<file path="src/rtl/queue_pkg.sv">
// queue_pkg
// Shared constants and helpers for the parameterised queue.
//   DEF_DATA_W / DEF_DEPTH : default word width and capacity
//   ptr_w(depth)           : bits needed to address a depth-entry buffer
//   cnt_w(depth)           : bits needed to hold a count of 0..depth
package queue_pkg;

   localparam int DEF_DATA_W = 8;
   localparam int DEF_DEPTH  = 8;

   // Pointer width never drops below one bit, even for the smallest buffer.
   function automatic int ptr_w(input int depth);
      return (depth > 2) ? $clog2(depth) : 1;
   endfunction

   // The count needs one extra state so that "full" (== depth) is representable.
   function automatic int cnt_w(input int depth);
      return $clog2(depth + 1);
   endfunction

endpackage

</file>
<file path="src/rtl/queue_ptr.sv">
// queue_ptr
// Wrapping pointer counter for the circular buffer.
//   clk_10khz : clock, rising edge
//   reset     : asynchronous, active-high, forces ptr to 0
//   en        : advance the pointer by one on this edge
//   ptr       : current pointer, wraps DEPTH-1 -> 0
module queue_ptr #(
   parameter int PTR_W = 3,
   parameter int DEPTH = 8
) (
   input  logic             clk_10khz,
   input  logic             reset,
   input  logic             en,
   output logic [PTR_W-1:0] ptr
);

   localparam logic [PTR_W-1:0] LAST = PTR_W'(DEPTH - 1);

   // Explicit wrap compare keeps the counter correct even if DEPTH is not
   // exactly 2**PTR_W.
   always_ff @(posedge clk_10khz or posedge reset) begin
      if (reset) begin
         ptr <= '0;
      end else if (en) begin
         if (ptr == LAST) begin
            ptr <= '0;
         end else begin
            ptr <= ptr + 1'b1;
         end
      end
   end

endmodule

</file>
<file path="src/rtl/param_queue.sv">
// param_queue
// Parameterised circular-buffer queue with occupancy and sticky error flags.
//   clk_10khz, reset        : clock and asynchronous active-high reset
//   data_in, enqueue_in     : word to store and its request
//   dequeue_in              : request to remove the head word
//   clear_flags             : clears sticky overflow/underflow
//   ack_in, deq_valid       : one-cycle pulses after an accepted enqueue/dequeue
//   data_out                : dequeued word (FWFT=0) or live head (FWFT=1)
//   len_out                 : current word count
//   full, empty, almost_full, almost_empty : occupancy flags from the count
//   overflow, underflow     : sticky error flags
module param_queue
   import queue_pkg::*;
#(
   parameter int DATA_W    = DEF_DATA_W,
   parameter int DEPTH     = DEF_DEPTH,
   parameter int AFULL_TH  = DEPTH - 1,
   parameter int AEMPTY_TH = 1,
   parameter int FWFT      = 0
) (
   input  logic                      clk_10khz,
   input  logic                      reset,
   input  logic [DATA_W-1:0]         data_in,
   input  logic                      enqueue_in,
   input  logic                      dequeue_in,
   input  logic                      clear_flags,
   output logic                      ack_in,
   output logic                      deq_valid,
   output logic [DATA_W-1:0]         data_out,
   output logic [cnt_w(DEPTH)-1:0]   len_out,
   output logic                      full,
   output logic                      empty,
   output logic                      almost_full,
   output logic                      almost_empty,
   output logic                      overflow,
   output logic                      underflow
);

   localparam int PW = ptr_w(DEPTH);
   localparam int CW = cnt_w(DEPTH);

   localparam logic [CW-1:0] DEPTH_C  = CW'(DEPTH);
   localparam logic [CW-1:0] AFULL_C  = CW'(AFULL_TH);
   localparam logic [CW-1:0] AEMPTY_C = CW'(AEMPTY_TH);

   logic [DATA_W-1:0] mem [DEPTH];
   logic [PW-1:0]     wr_ptr;
   logic [PW-1:0]     rd_ptr;
   logic [CW-1:0]     count;
   logic              deq_acc;
   logic              enq_acc;

   // A dequeue needs something to remove. An enqueue into a full queue is
   // still fine if the head leaves on the same edge, but there is no bypass
   // at empty because the dequeue is never accepted there.
   always_comb begin
      deq_acc = dequeue_in && (count != '0);
      enq_acc = enqueue_in && ((count < DEPTH_C) || deq_acc);
   end

   queue_ptr #(.PTR_W(PW), .DEPTH(DEPTH)) u_wr_ptr (
      .clk_10khz (clk_10khz),
      .reset     (reset),
      .en        (enq_acc),
      .ptr       (wr_ptr)
   );

   queue_ptr #(.PTR_W(PW), .DEPTH(DEPTH)) u_rd_ptr (
      .clk_10khz (clk_10khz),
      .reset     (reset),
      .en        (deq_acc),
      .ptr       (rd_ptr)
   );

   // Storage is deliberately left out of reset; a reset empties the queue by
   // clearing the pointers and count, so stale contents are never visible.
   always_ff @(posedge clk_10khz) begin
      if (enq_acc) begin
         mem[wr_ptr] <= data_in;
      end
   end

   // Count moves only when exactly one of enqueue/dequeue is accepted.
   always_ff @(posedge clk_10khz or posedge reset) begin
      if (reset) begin
         count <= '0;
      end else begin
         case ({enq_acc, deq_acc})
            2'b10:   count <= count + 1'b1;
            2'b01:   count <= count - 1'b1;
            default: count <= count;
         endcase
      end
   end

   // Handshake pulses and sticky error flags; a new error on the same edge as
   // clear_flags keeps the flag set.
   always_ff @(posedge clk_10khz or posedge reset) begin
      if (reset) begin
         ack_in    <= 1'b0;
         deq_valid <= 1'b0;
         overflow  <= 1'b0;
         underflow <= 1'b0;
      end else begin
         ack_in    <= enq_acc;
         deq_valid <= deq_acc;
         if (enqueue_in && !enq_acc) begin
            overflow <= 1'b1;
         end else if (clear_flags) begin
            overflow <= 1'b0;
         end
         if (dequeue_in && (count == '0)) begin
            underflow <= 1'b1;
         end else if (clear_flags) begin
            underflow <= 1'b0;
         end
      end
   end

   // Read side: either a registered copy of the word just dequeued, or the
   // live head word for first-word-fall-through.
   if (FWFT != 0) begin : g_fwft
      assign data_out = (count != '0) ? mem[rd_ptr] : '0;
   end else begin : g_reg
      always_ff @(posedge clk_10khz or posedge reset) begin
         if (reset) begin
            data_out <= '0;
         end else if (deq_acc) begin
            data_out <= mem[rd_ptr];
         end
      end
   end

   always_comb begin
      len_out      = count;
      full         = (count == DEPTH_C);
      empty        = (count == '0);
      almost_full  = (count >= AFULL_C);
      almost_empty = (count <= AEMPTY_C);
   end

endmodule

</file>
<file path="config.mk">
export PLATFORM = sky130hd
export DESIGN_NAME = param_queue
export DESIGN_NICKNAME = d
export VERILOG_FILES = /design/src/rtl/queue_pkg.sv /design/src/rtl/queue_ptr.sv /design/src/rtl/param_queue.sv
export SDC_FILE = /design/constraint.sdc
export NUM_CORES = 1
export LEC_CHECK = 0
export CORE_MARGIN = 5
export CORE_UTILIZATION = 55
export DETAILED_ROUTE_END_ITERATION = 10
export PLACE_DENSITY = 0.74
export SLEW_MARGIN = 40
export SYNTH_ARGS = -nofsm -noshare
export SYNTH_HDL_FRONTEND = slang
export SYNTH_SLANG_ARGS = --single-unit
</file>
<file path="constraint.sdc">
create_clock -name clk_10khz -period 2.5 [get_ports clk_10khz]
set_input_delay 0.5 -clock clk_10khz [delete_from_list [all_inputs] [get_ports clk_10khz]]
set_output_delay 0.5 -clock clk_10khz [all_outputs]
set_load 0.05 [all_outputs]
</file>
==> flow_summary.yaml <==
timing:
  setup_viol: 0
  tightest_slew_ns: 0.808
  hold_viol: 0
  slew_headroom_pct: 46.0
  min_period_ns: 2.43
  rsz0062_at_grt: "false"
  final_max_slew_viol_count: 0
  fin_crit_sh_pct: 97.3
  timing.fmax_mhz: 411
  skew_ns: 0.00875
  finalSetupTns_ns: 0
  holdWs_ns: 0.491
job:
  drv_cap: 0
power_and_ir_drop:
  clkPwrFrac_pct: 20.4
  p_leak_nw: 1.61
  p_sw_mw: 2.05
  peakVddDrop_v: 0.000849
  p_total_mw: 5.35
  switching_share_pct: 38.3
  seqPwrFrac_pct: 38.9
  p_int_mw: 3.30
  combPwrFrac_pct: 40.7
  power_per_cell_area_nw_per_um2: 1250
floorplan:
  die_width_um: 90.7
  start_util_pct: 56.4
  core_area_um2: 6350
  io_pins: 33
  die_h_um: 90.7
  die_area_um2: 8220
  placementRows: 29
route:
  post_drt_via_cell_ratio: 5.85
  drtPass1Iterations: 4
  drt_iter0_drc: 174
  ant_nets: 0
  vias: 2083
  post-route-drc-count: 0
  wl_per_cell_um: 20.5
  routed_wl_um: 7280
logic_synthesis:
  synth_top_area_share_pct: 53.7
  yosysTopAreaCell: "edfxtp_1"
  synth_flop_cell: "edfxtp_1"
  synth-async-reset-ratio_pct: 25.6
  synth_enable_flop_cells: 64
  synth_cells: 225
  yosysWarnings: 0
  synthTopCellsByArea: "edfxtp_1 (54%), dfrtp_1 (15%), mux2_2 (6.6%)"
  syn_nets: 247
  ys_ff_latch: 86
  synth.distinct_cells: 32
  syn_avg_cell_area_um2: 15.9
  ys_seq_area_share_pct: 69.1
  syn_area_um2: 3580
global_route:
  grt_overflow_total: 0
  grt_max_degree: 36
  grt_pass1_wl_um: 11500
  grt.total_usage_pct: 18.8
  antenna_found_initial: 0
  grt_pass1_vias: 2109
final_layout:
  antennaDiodeCount: 0
  layout.nets: 296
  postLayoutCellArea_um2: 4270
  drive_above_1_share_pct: 21.5
  syn2layout_area_growth_pct: 19.4
critical_path:
  crit_required_ns: 2.00
  startpoint_type: "register"
  crit_type: "reg2out"
  arrival_ns: 1.93
  worst-path-max-fanout: 7
  crit_path_end_kind: "output port"
  rr_worst_depth: 9
placed_design:
  portBuffers: 32
  place_hpwl_um: 4560
  placed_area_um2: 4050
  gp_congestion: 0.785
hold_path:
  worstHoldPathType: "in2async"
clock_network:
  clock_sinks: 86
  cts_made_buffers: 9
  cts.htree.levels: 3
  root_buffer: "clkbuf_8"
  cts_tree: "done"
  path_clk_slew_ns: 0.09
  clk_latency_ns: 0.35
  cts.path.max_buffers: 2
  cts_setup_buffers: 0
run_status:
  outcome: "finished, final reports clean"
==> routing by layer <==
metal / vias up / GRT usage (%) / routed length, um
li1: 958 / - / -
met1: 1064 / 25.0 / 3140
met2: 53 / 30.3 / 3700
met3: 8 / 3.67 / 333
met4: 0 / 7.44 / 114
met5: - / 0 / 0
==> layout by cell type, fill, tap and decap left out, types with 5 or more instances in the layout <==
cell type,netlist,layout
clkdlybuf4s50_1,0,29
clkbuf_8,0,9
nand2_1,5,5
mux2i_1,17,17
nor3_1,5,5
a22o_1,8,8
nor2_1,8,8
o31ai_1,5,5
o21ai_0,12,12
buf_4,2,15
dfrtp_1,22,20
o22ai_1,9,9
inv_1,9,9
ha_1,9,9
edfxtp_1,64,64
nand2b_1,6,6
mux2_2,21,21
==> critical path, stage by stage (launching register included) <==
cell             delay [ns]
dfrtp_2                0.46
ha_1                   0.24
a21o_1                 0.19
clkdlybuf4s50_1        0.69
==> path summary, 6_finish.rpt <==
kind | slack (ns) | end | start
min | 0.49 | data_out[3]$_DFFE_PP0P_ | reset
max in group asynchronous | 1.75 | len_out[1]$_DFFE_PP0P_ | reset
max reg2reg | 0.33 | len_out[3]$_DFFE_PP0P_ | len_out[0]$_DFFE_PP0P_
min reg2reg | 0.53 | underflow$_DFFE_PP0P_ | underflow$_DFFE_PP0P_
max | 0.07 | almost_full | len_out[0]$_DFFE_PP0P_
min in group clk_10khz | 0.53 | underflow$_DFFE_PP0P_ | underflow$_DFFE_PP0P_
==> synthesized netlist by cell type, drive strengths merged, types with 7 or more instances <==
| master | count |
|---|---|
| a22o | 8 |
| buf | 7 |
| dfrtp | 22 |
| edfxtp | 64 |
| ha | 9 |
| inv | 9 |
| mux2 | 21 |
| mux2i | 17 |
| nor2 | 8 |
| o21ai | 12 |
| o22ai | 9 |
| o31ai | 8 |
==> cells by family after synthesis <==
group	count (synthesis)	synth area share, %
DFF	86	69.1
AOI/OAI and AO/OA	39	7.76
muxes	38	11.4
and+or+nand+nor	32	4.76
buffers and inverters	17	2.90
adders and majority gates	9	3.15
xor gates and xnor gates	4	0.979
==> area by class of cell <==
| class | count | area (um2) |
|---|---|---|
| clock buffers | 9 | 124 |
| clock inverters | 7 | 103 |
| fillers | 426 | 2080 |
| inverters | 9 | 33.8 |
| multi-input cells | 122 | 1010 |
| flip-flops and latches | 86 | 2470 |
| well taps | 77 | 96.3 |
| repair buffers | 46 | 432 |
==> through the flow <==
stage | setup slack [ns] | cells | util, %
after floorplan | 0.0424 | 225 | -
after global placement | 0.211 | 340 | 63.7
after detailed placement | 0.165 | 340 | 63.7
after CTS | 0.0416 | 356 | 67.3
after global routing | 0.000502 | 356 | 67.3
final | 0.0664 | 356 | 67.3
==> registers in the layout, indices dropped and copies added, names as in the netlist <==
register      count
data_out          8
mem              64
deq_valid         1
u_wr_ptr.ptr      3
ack_in            1
u_rd_ptr.ptr      3
underflow         1
overflow          1
len_out           4
==> power groups by stage <==
stage               registers (mW)  clock network [mW]  logic (mW)
CTS                           2.08                1.11        2.20
global placement              2.09                   0        2.15
floorplan                     2.45                   0        1.19
global route                  2.11                1.19        2.33
detailed placement            2.11                   0        2.19
finish                        2.08                1.09        2.18
==> what timing repair did <==
action	CTS	global route
hold buffers	0	0
setup endpoints to repair	1	0
gates resized for setup	1	0
Power figures use the tool's default switching activity.
